## config.mk

```make
export PLATFORM = sky130hd
export DESIGN_NAME = rom_fetch_bridge_flat
export DESIGN_NICKNAME = d
export VERILOG_FILES = /design/src/rtl/rom_fetch_bridge_if.sv /design/src/rtl/rom_fetch_bridge.sv /design/src/flat_wrapper.sv
export SDC_FILE = /design/constraint.sdc
export NUM_CORES = 1
export LEC_CHECK = 0
export ABC_AREA = 1
export ABC_CLOCK_PERIOD_IN_PS = 4180
export BUFFER_PORTS_ARGS = -buffer_cell sky130_fd_sc_hd__buf_4
export CAP_MARGIN = 5
export CORE_UTILIZATION = 44
export CTS_CLUSTER_SIZE = 14
export DETAILED_ROUTE_END_ITERATION = 10
export PLACE_DENSITY_LB_ADDON = 0.25
export SLEW_MARGIN = 5
export SYNTH_ARGS = -nofsm -noshare
export SYNTH_HDL_FRONTEND = slang
export SYNTH_SLANG_ARGS = --single-unit
```

## constraint.sdc

```tcl
create_clock -name mclk -period 4.18 [get_ports mclk]
set_input_delay 0.627 -clock mclk [delete_from_list [all_inputs] [get_ports mclk]]
set_output_delay 0.627 -clock mclk [all_outputs]
set_load 0.005 [all_outputs]
```

## src/rtl/rom_fetch_bridge_if.sv

```systemverilog
// ROM-side and SDRAM-side signals of rom_fetch_bridge.
// The bridge uses the slave modport; the mapper/SDRAM environment uses master.
interface rom_fetch_bridge_if #(
   parameter int unsigned ADDR_W = 24
);
   logic [ADDR_W-1:0] rom_addr;
   logic              rom_ce_n;
   logic              rom_oe_n;
   logic              rom_word;
   logic [15:0]       rom_q;
   logic              rom_busy;
   logic              sd_req;
   logic [ADDR_W-2:0] sd_addr;
   logic              sd_ack;
   logic [15:0]       sd_q;

   modport slave (
      input  rom_addr, rom_ce_n, rom_oe_n, rom_word, sd_ack, sd_q,
      output rom_q, rom_busy, sd_req, sd_addr
   );

   modport master (
      output rom_addr, rom_ce_n, rom_oe_n, rom_word, sd_ack, sd_q,
      input  rom_q, rom_busy, sd_req, sd_addr
   );
endinterface

```

## src/rtl/rom_fetch_bridge.sv

```systemverilog
// ROM read bridge: one-word tagged buffer in front of a req/ack SDRAM read port.
// Define ROM_PREFETCH_EN to add a next-word prefetch buffer and the StPfReq state.
module rom_fetch_bridge #(
   parameter int unsigned ADDR_W = 24
) (
   input logic              mclk,
   input logic              reset,
   rom_fetch_bridge_if.slave bus
);
   localparam int unsigned WordW = ADDR_W - 1;

`ifdef ROM_PREFETCH_EN
   typedef enum logic [1:0] {StIdle, StReq, StPfReq} state_e;
`else
   typedef enum logic [1:0] {StIdle, StReq} state_e;
`endif

   state_e             state_q, state_d;
   logic               buf_valid_q, buf_valid_d;
   logic [WordW-1:0]   buf_tag_q, buf_tag_d;
   logic [15:0]        buf_data_q, buf_data_d;
   logic [WordW-1:0]   sd_addr_q, sd_addr_d;
   logic [15:0]        hold_q;

   logic               active;
   logic [WordW-1:0]   word_addr;
   logic               buf_hit, pf_hit, hit;
   logic [15:0]        src_data, rom_q_now;

   assign active    = ~bus.rom_ce_n & ~bus.rom_oe_n;
   assign word_addr = bus.rom_addr[ADDR_W-1:1];
   assign buf_hit   = buf_valid_q & (buf_tag_q == word_addr);

`ifdef ROM_PREFETCH_EN
   logic               pf_valid_q, pf_valid_d;
   logic [WordW-1:0]   pf_tag_q, pf_tag_d;
   logic [15:0]        pf_data_q, pf_data_d;
   // Set after any demand fill; the next prefetch target is always buf_tag_q + 1.
   logic               pf_pend_q, pf_pend_d;

   assign pf_hit   = pf_valid_q & (pf_tag_q == word_addr);
   assign src_data = (pf_hit & ~buf_hit) ? pf_data_q : buf_data_q;
`else
   assign pf_hit   = 1'b0;
   assign src_data = buf_data_q;
`endif

   assign hit = buf_hit | pf_hit;

   always_comb begin
      if (bus.rom_word) begin
         rom_q_now = src_data;
      end else begin
         rom_q_now = {8'h00, bus.rom_addr[0] ? src_data[15:8] : src_data[7:0]};
      end
   end

   assign bus.rom_q    = active ? rom_q_now : hold_q;
   assign bus.rom_busy = active & (~hit | (state_q != StIdle));
   assign bus.sd_req   = (state_q != StIdle);
   assign bus.sd_addr  = sd_addr_q;

   always_comb begin
      state_d     = state_q;
      buf_valid_d = buf_valid_q;
      buf_tag_d   = buf_tag_q;
      buf_data_d  = buf_data_q;
      sd_addr_d   = sd_addr_q;
`ifdef ROM_PREFETCH_EN
      pf_valid_d  = pf_valid_q;
      pf_tag_d    = pf_tag_q;
      pf_data_d   = pf_data_q;
      pf_pend_d   = pf_pend_q;
`endif
      unique case (state_q)
         StIdle: begin
            if (active & ~hit) begin
               state_d   = StReq;
               sd_addr_d = word_addr;
`ifdef ROM_PREFETCH_EN
            end else if (active & pf_hit) begin
               buf_valid_d = 1'b1;
               buf_tag_d   = pf_tag_q;
               buf_data_d  = pf_data_q;
               pf_valid_d  = 1'b0;
               pf_pend_d   = 1'b1;
            end else if (pf_pend_q) begin
               // The pf buffer is about to be overwritten, so retire its old contents now.
               state_d    = StPfReq;
               sd_addr_d  = buf_tag_q + 1'b1;
               pf_valid_d = 1'b0;
               pf_pend_d  = 1'b0;
`endif
            end
         end
         StReq: begin
            if (bus.sd_ack) begin
               state_d     = StIdle;
               buf_valid_d = 1'b1;
               buf_tag_d   = sd_addr_q;
               buf_data_d  = bus.sd_q;
`ifdef ROM_PREFETCH_EN
               pf_pend_d   = 1'b1;
`endif
            end
         end
`ifdef ROM_PREFETCH_EN
         StPfReq: begin
            if (bus.sd_ack) begin
               state_d = StIdle;
               // Demand already waiting on this very word: treat the fill as a demand fill.
               if (active & (word_addr == sd_addr_q)) begin
                  buf_valid_d = 1'b1;
                  buf_tag_d   = sd_addr_q;
                  buf_data_d  = bus.sd_q;
                  pf_pend_d   = 1'b1;
               end else begin
                  pf_valid_d = 1'b1;
                  pf_tag_d   = sd_addr_q;
                  pf_data_d  = bus.sd_q;
               end
            end
         end
`endif
         default: state_d = StIdle;
      endcase
   end

   always_ff @(posedge mclk or posedge reset) begin
      if (reset) begin
         state_q     <= StIdle;
         buf_valid_q <= 1'b0;
         buf_tag_q   <= '0;
         buf_data_q  <= '0;
         sd_addr_q   <= '0;
         hold_q      <= '0;
`ifdef ROM_PREFETCH_EN
         pf_valid_q  <= 1'b0;
         pf_tag_q    <= '0;
         pf_data_q   <= '0;
         pf_pend_q   <= 1'b0;
`endif
      end else begin
         state_q     <= state_d;
         buf_valid_q <= buf_valid_d;
         buf_tag_q   <= buf_tag_d;
         buf_data_q  <= buf_data_d;
         sd_addr_q   <= sd_addr_d;
         if (active) begin
            hold_q <= rom_q_now;
         end
`ifdef ROM_PREFETCH_EN
         pf_valid_q  <= pf_valid_d;
         pf_tag_q    <= pf_tag_d;
         pf_data_q   <= pf_data_d;
         pf_pend_q   <= pf_pend_d;
`endif
      end
   end
endmodule

```

## src/flat_wrapper.sv

```systemverilog
// flat-port wrapper written by rule: the top's interface ports become plain ports
module rom_fetch_bridge_flat 
#(
   parameter int unsigned ADDR_W = 24
)
  (mclk, reset, bus_rom_addr, bus_rom_ce_n, bus_rom_oe_n, bus_rom_word, bus_sd_ack, bus_sd_q, bus_rom_q, bus_rom_busy, bus_sd_req, bus_sd_addr);
  rom_fetch_bridge_if #(.ADDR_W(ADDR_W)) bus_i ();
  input logic mclk;
  input logic reset;
  input wire logic [$bits(bus_i.rom_addr)-1:0] bus_rom_addr;
  input wire logic [$bits(bus_i.rom_ce_n)-1:0] bus_rom_ce_n;
  input wire logic [$bits(bus_i.rom_oe_n)-1:0] bus_rom_oe_n;
  input wire logic [$bits(bus_i.rom_word)-1:0] bus_rom_word;
  input wire logic [$bits(bus_i.sd_ack)-1:0] bus_sd_ack;
  input wire logic [$bits(bus_i.sd_q)-1:0] bus_sd_q;
  output wire logic [$bits(bus_i.rom_q)-1:0] bus_rom_q;
  output wire logic [$bits(bus_i.rom_busy)-1:0] bus_rom_busy;
  output wire logic [$bits(bus_i.sd_req)-1:0] bus_sd_req;
  output wire logic [$bits(bus_i.sd_addr)-1:0] bus_sd_addr;
  assign bus_i.rom_addr = bus_rom_addr;
  assign bus_i.rom_ce_n = bus_rom_ce_n;
  assign bus_i.rom_oe_n = bus_rom_oe_n;
  assign bus_i.rom_word = bus_rom_word;
  assign bus_i.sd_ack = bus_sd_ack;
  assign bus_i.sd_q = bus_sd_q;
  assign bus_rom_q = bus_i.rom_q;
  assign bus_rom_busy = bus_i.rom_busy;
  assign bus_sd_req = bus_i.sd_req;
  assign bus_sd_addr = bus_i.sd_addr;
  rom_fetch_bridge #(.ADDR_W(ADDR_W)) u_core (.mclk(mclk), .reset(reset), .bus(bus_i));
endmodule
```

After elaboration in Yosys (flattened, before gate mapping)
Cells that the tools add are included.
{ "totals": {"reg_bits": 81, "in_bits": 46, "output_inout_bits": 41, "wordCells": 29} }
{ "op_classes": {"eq_ne": 4, "muxes": 6, "n_bitwise": 8, "reduce_logical": 5} }
{ "ops": {"columns": ["cell", "n"], "rows": [
  ["$mux W16", 2],
  ["$eq A23 B23 Y1", 1],
  ["$mux W8", 1],
  ["$reduce_and A2 Y1", 3],
  ["$and A1 B1 Y1", 4],
  ["$mux W2", 2],
  ["$pmux W2 S2", 1],
  ["$not A1 Y1", 3],
  ["$eq A2 B1 Y1 const B", 1],
  ["$logic_not A2 Y1", 1],
  ["$ne A2 B1 Y1 const B", 1],
  ["$ne A2 B2 Y1 const B", 1],
  ["$reduce_bool A2 Y1", 1],
  ["$or A1 B1 Y1", 1]
]} }

Logic depth before layout (Yosys ltp)
{ "depth": {"ltp_word": 6, "depth_mapped": 11, "depth_no_buf": 10} }

Worst setup path before layout
OpenSTA, ideal clock, no wires.
{ "synth_path": {"path_kind": "input to output", "start": "in bus_rom_word", "end": "out bus_rom_q[7]", "arrival_ns": 1.437, "t_required_ns": 3.553, "setup_slack_ns": 2.116, "cell_stages": 5, "n_path_buf": 1, "cell_sequence": "buf_2 -> clkinv_1 -> nand2_1 -> a21oi_1 -> a21oi_1"} }
{ "synth_between": {"elab_chain_cells": 2} }
{ "synth_rtl": {"columns": ["element", "line_no", "source"], "rows": [
  ["from (decl)", "flat_wrapper.sv:13", "input wire logic [$bits(bus_i.rom_word)-1:0] bus_rom_word;"],
  ["$mux W16", "rom_fetch_bridge.sv:51", "if (bus.rom_word) begin"],
  ["$mux W16", null, null],
  ["to (decl)", "flat_wrapper.sv:16", "output wire logic [$bits(bus_i.rom_q)-1:0] bus_rom_q;"]
]} }
Every way passes these cells.

Final worst setup path
{ "layout_path": {"start": "in bus_rom_addr[1]", "end": "out bus_rom_busy"} }
{ "layout_between": {"elab_chain_cells": 5} }
{ "layout_rtl": {"columns": ["element", "line_no", "source"], "rows": [
  ["from (decl)", "flat_wrapper.sv:10", "input wire logic [$bits(bus_i.rom_addr)-1:0] bus_rom_addr;"],
  ["$eq A23 B23 Y1", "rom_fetch_bridge.sv:32", "assign buf_hit = buf_valid_q & (buf_tag_q == word_addr);"],
  ["$and A1 B1 Y1", "rom_fetch_bridge.sv:32", null],
  ["$not A1 Y1", "rom_fetch_bridge.sv:59", "assign bus.rom_busy = active & (~hit | (state_q != StIdle));"],
  ["$or A1 B1 Y1", "rom_fetch_bridge.sv:59", null],
  ["$and A1 B1 Y1", "rom_fetch_bridge.sv:59", null],
  ["to (decl)", "flat_wrapper.sv:17", "output wire logic [$bits(bus_i.rom_busy)-1:0] bus_rom_busy;"]
]} }
Every way passes these cells.

==> impl_metrics.json <==
{
  "worst_slack_ps": 1580,
  "setup_total_negative_slack_ps": 0,
  "htreeDepth": 3,
  "ant_nets": 0,
  "clock_path_buffers": 2,
  "drc": 0,
  "synth.avg_cell_area_sq_um": 8.45,
  "track_usage_pct": 21.4,
  "synth_top_area_share_pct": 55.6,
  "cts_resized": 0,
  "vias": 2991,
  "io_pins": 87,
  "placed_cells": 600,
  "layout-drive-gt1-share_pct": 25.5,
  "grt_max_degree": 55,
  "slew_viol_final": 0,
  "period_share_pct": 62.3,
  "cts_sinks": 80,
  "core_sq_um": 7810,
  "path_clk_slew_ps": 90,
  "setup_viol": 0,
  "p_clk_share_pct": 25.7,
  "num_antenna_cells": 0,
  "postLayoutCellArea_sq_um": 4490,
  "crit_chain": "buf_4 -> nand2_1 -> nand2_1 -> nor2_1 -> nand2_1 -> nor2_2 -> nand3_4 -> nor2_1 -> nor2_1 -> buf_4",
  "antenna_found_initial": 0,
  "finClkSkew_ps": 10.4,
  "gr-total-overflow": 0,
  "period_minus_slack_ps": 2600,
  "seq_power_share_pct": 49.9,
  "cp_data_required_time_ps": 3550,
  "die_w_microns": 92.5,
  "synth_top_area_cell": "dfrtp_1",
  "wl_microns": 8170,
  "hpwl_microns": 5640,
  "cpPeakStageDelay_ps": 320,
  "fillers": 721,
  "p_sw_share_pct": 30.6,
  "critPathKind": "input port to output port",
  "rsz0062_at_grt": "no",
  "critPathCaptureType": "output port",
  "synth_area_sq_um": 3600,
  "clockRootBuffer": "clkbuf_8",
  "portBuffers": 86,
  "multiInputGateArea_sq_um": 1340,
  "p_leak_nw": 2.44,
  "initial_core_util_pct": 46.1,
  "fin_cells": 616,
  "clock_latency_ps": 340,
  "critPathBufInv": 2,
  "ys_seq_area_share_pct": 55.6,
  "drt_iter0_markers": 191,
  "finalHoldViolations": 0,
  "power_density_nw_per_um2": 478,
  "max-cap-violations": 0,
  "relSlewSlack_pct": 37.8,
  "power_switching_w": 0.000657,
  "seqCellArea_sq_um": 2000,
  "grt_pass1_wl_microns": 14100,
  "preCtsSetupSlack_ps": 1580,
  "timing.hold.ws_ps": 457,
  "critical-path-top-delay-family": "simple AND/OR/NAND/NOR gates",
  "wl_per_cell_microns": 13.3,
  "synth-seq-cells": 80,
  "dpl-instance-area_sq_um": 4310,
  "synth_cell_type_count": 18,
  "first_pass_iters": 4,
  "cts_buffers": 9,
  "hold_path.class": "input port to asynchronous set/reset pin",
  "p_comb_share_pct": 24.5,
  "max_freq_ghz": 0.384,
  "grt_pass1_vias": 3045,
  "die_y_microns": 92.5,
  "die_area_sq_um": 8550,
  "areaGrowthSynthToFinish_pct": 24.8,
  "synthCells": 426,
  "synth_area_leaders": "dfrtp_1, nand2_1, nand3_1",
  "synth_fp_nets": 472,
  "p_int_w": 0.00149,
  "cts_tree": "built",
  "fin_nets": 555,
  "status": "completed",
  "num_rows": 32,
  "cts_hold_buffers": 0,
  "viasPerCell": 4.86,
  "gp_congestion": 0.782,
  "worst_slew_pin_slew_ps": 932,
  "slowest_stage": "nand3_4",
  "worstSetupStartpointType": "input port",
  "postCtsSetupBuffers": 0,
  "vdd_drop_max_uv": 205,
  "yosysWarnings": 0,
  "arrival_ps": 1980,
  "cp_max_fo": 25
}
[synthesized netlist by cell type, drive strengths merged]
cell type / n
nand2: 134
dfrtp: 80
nor2: 50
inv: 46
nand3: 40
a21oi: 38
mux2: 17
buf: 11
clkbuf: 5
o21ai: 4
clkinv: 1
[logic make-up after synthesis]
family	synth area share, %
AND/OR/NAND/NOR	25.9
multiplexers	5.32
flip-flops	55.6
buffers and inverters	7.30
AO/OA/AOI/OAI	5.84
[per-stage QoR]
stage	total power [W]	util, %
5_1_grt	0.00230	57.5
3_3_place_gp	0.00159	55.1
6_report	0.00215	57.5
4_1_cts	0.00217	57.5
3_5_place_dp	0.00162	55.1
2_1_floorplan	0.00137	-
[layout by cell type, fill, tap and decap left out, types with 2 or more instances in the layout]
master	n
a21oi_1	38
buf_4	88
clkbuf_8	9
clkinv_2	4
clkinvlp_4	2
dfrtp_1	80
inv_1	43
inv_2	2
mux2_2	17
nand2_1	132
nand3_1	39
nor2_1	45
nor2_2	3
nor2_4	2
o21ai_0	2
o21ai_1	2
[power by group through the flow]
| stage | clock (W) | combinational, W | sequential [W] |
|---|---|---|---|
| final | 0.000552 | 0.000526 | 0.00107 |
| after global routing | 0.000603 | 0.000600 | 0.00110 |
| after CTS | 0.000564 | 0.000535 | 0.00107 |
| after detailed placement | 0 | 0.000533 | 0.00108 |
| after global placement | 0 | 0.000516 | 0.00107 |
| after floorplan | 0 | 0.000315 | 0.00106 |
[layer usage]
layer  track usage (%)  wire length, microns  part of all wire (%)  vias to the layer above
li1                  -                     -                     -                     1493
met1              28.6                  3840                    47                     1419
met2              33.4                  3840                    47                       68
met3              4.76                   325                   4.0                       11
met4              9.11                   161                   2.0                        0
met5                 0                     0                     0                        -
[state kept, by name, summed over array words and instances, names as in the netlist]
signal / count
u_core.buf_valid_q: 1
u_core.buf_tag_q: 23
u_core.bus.sd_addr: 23
u_core.hold_q: 16
u_core.buf_data_q: 16
u_core.state_q: 1
[final timing paths]
check	to	start	slack, ps	depth (start not counted)
max in group asynchronous	u_core.buf_tag_q[0]	reset	2830	3
worst max register to register	u_core.state_q[0]	u_core.buf_tag_q[1]	2340	8
worst min-delay path	u_core.buf_data_q[14]	reset	460	2
worst max-delay path	bus_rom_busy	bus_rom_addr[1]	1580	10
min in group mclk	u_core.state_q[0]	bus_sd_ack	460	2
worst min register to register	u_core.buf_valid_q	u_core.buf_valid_q	470	2
[layout make-up]
class,instances,share of cell area (%)
clock buffer,10,2.84
timing repair buffer,88,14.7
sequential,80,44.6
tap,102,2.84
clock inverter,6,1.34
inverter,47,3.95
multi-input combinational,283,29.8
No activity file was read; power rests on OpenSTA's default activity.
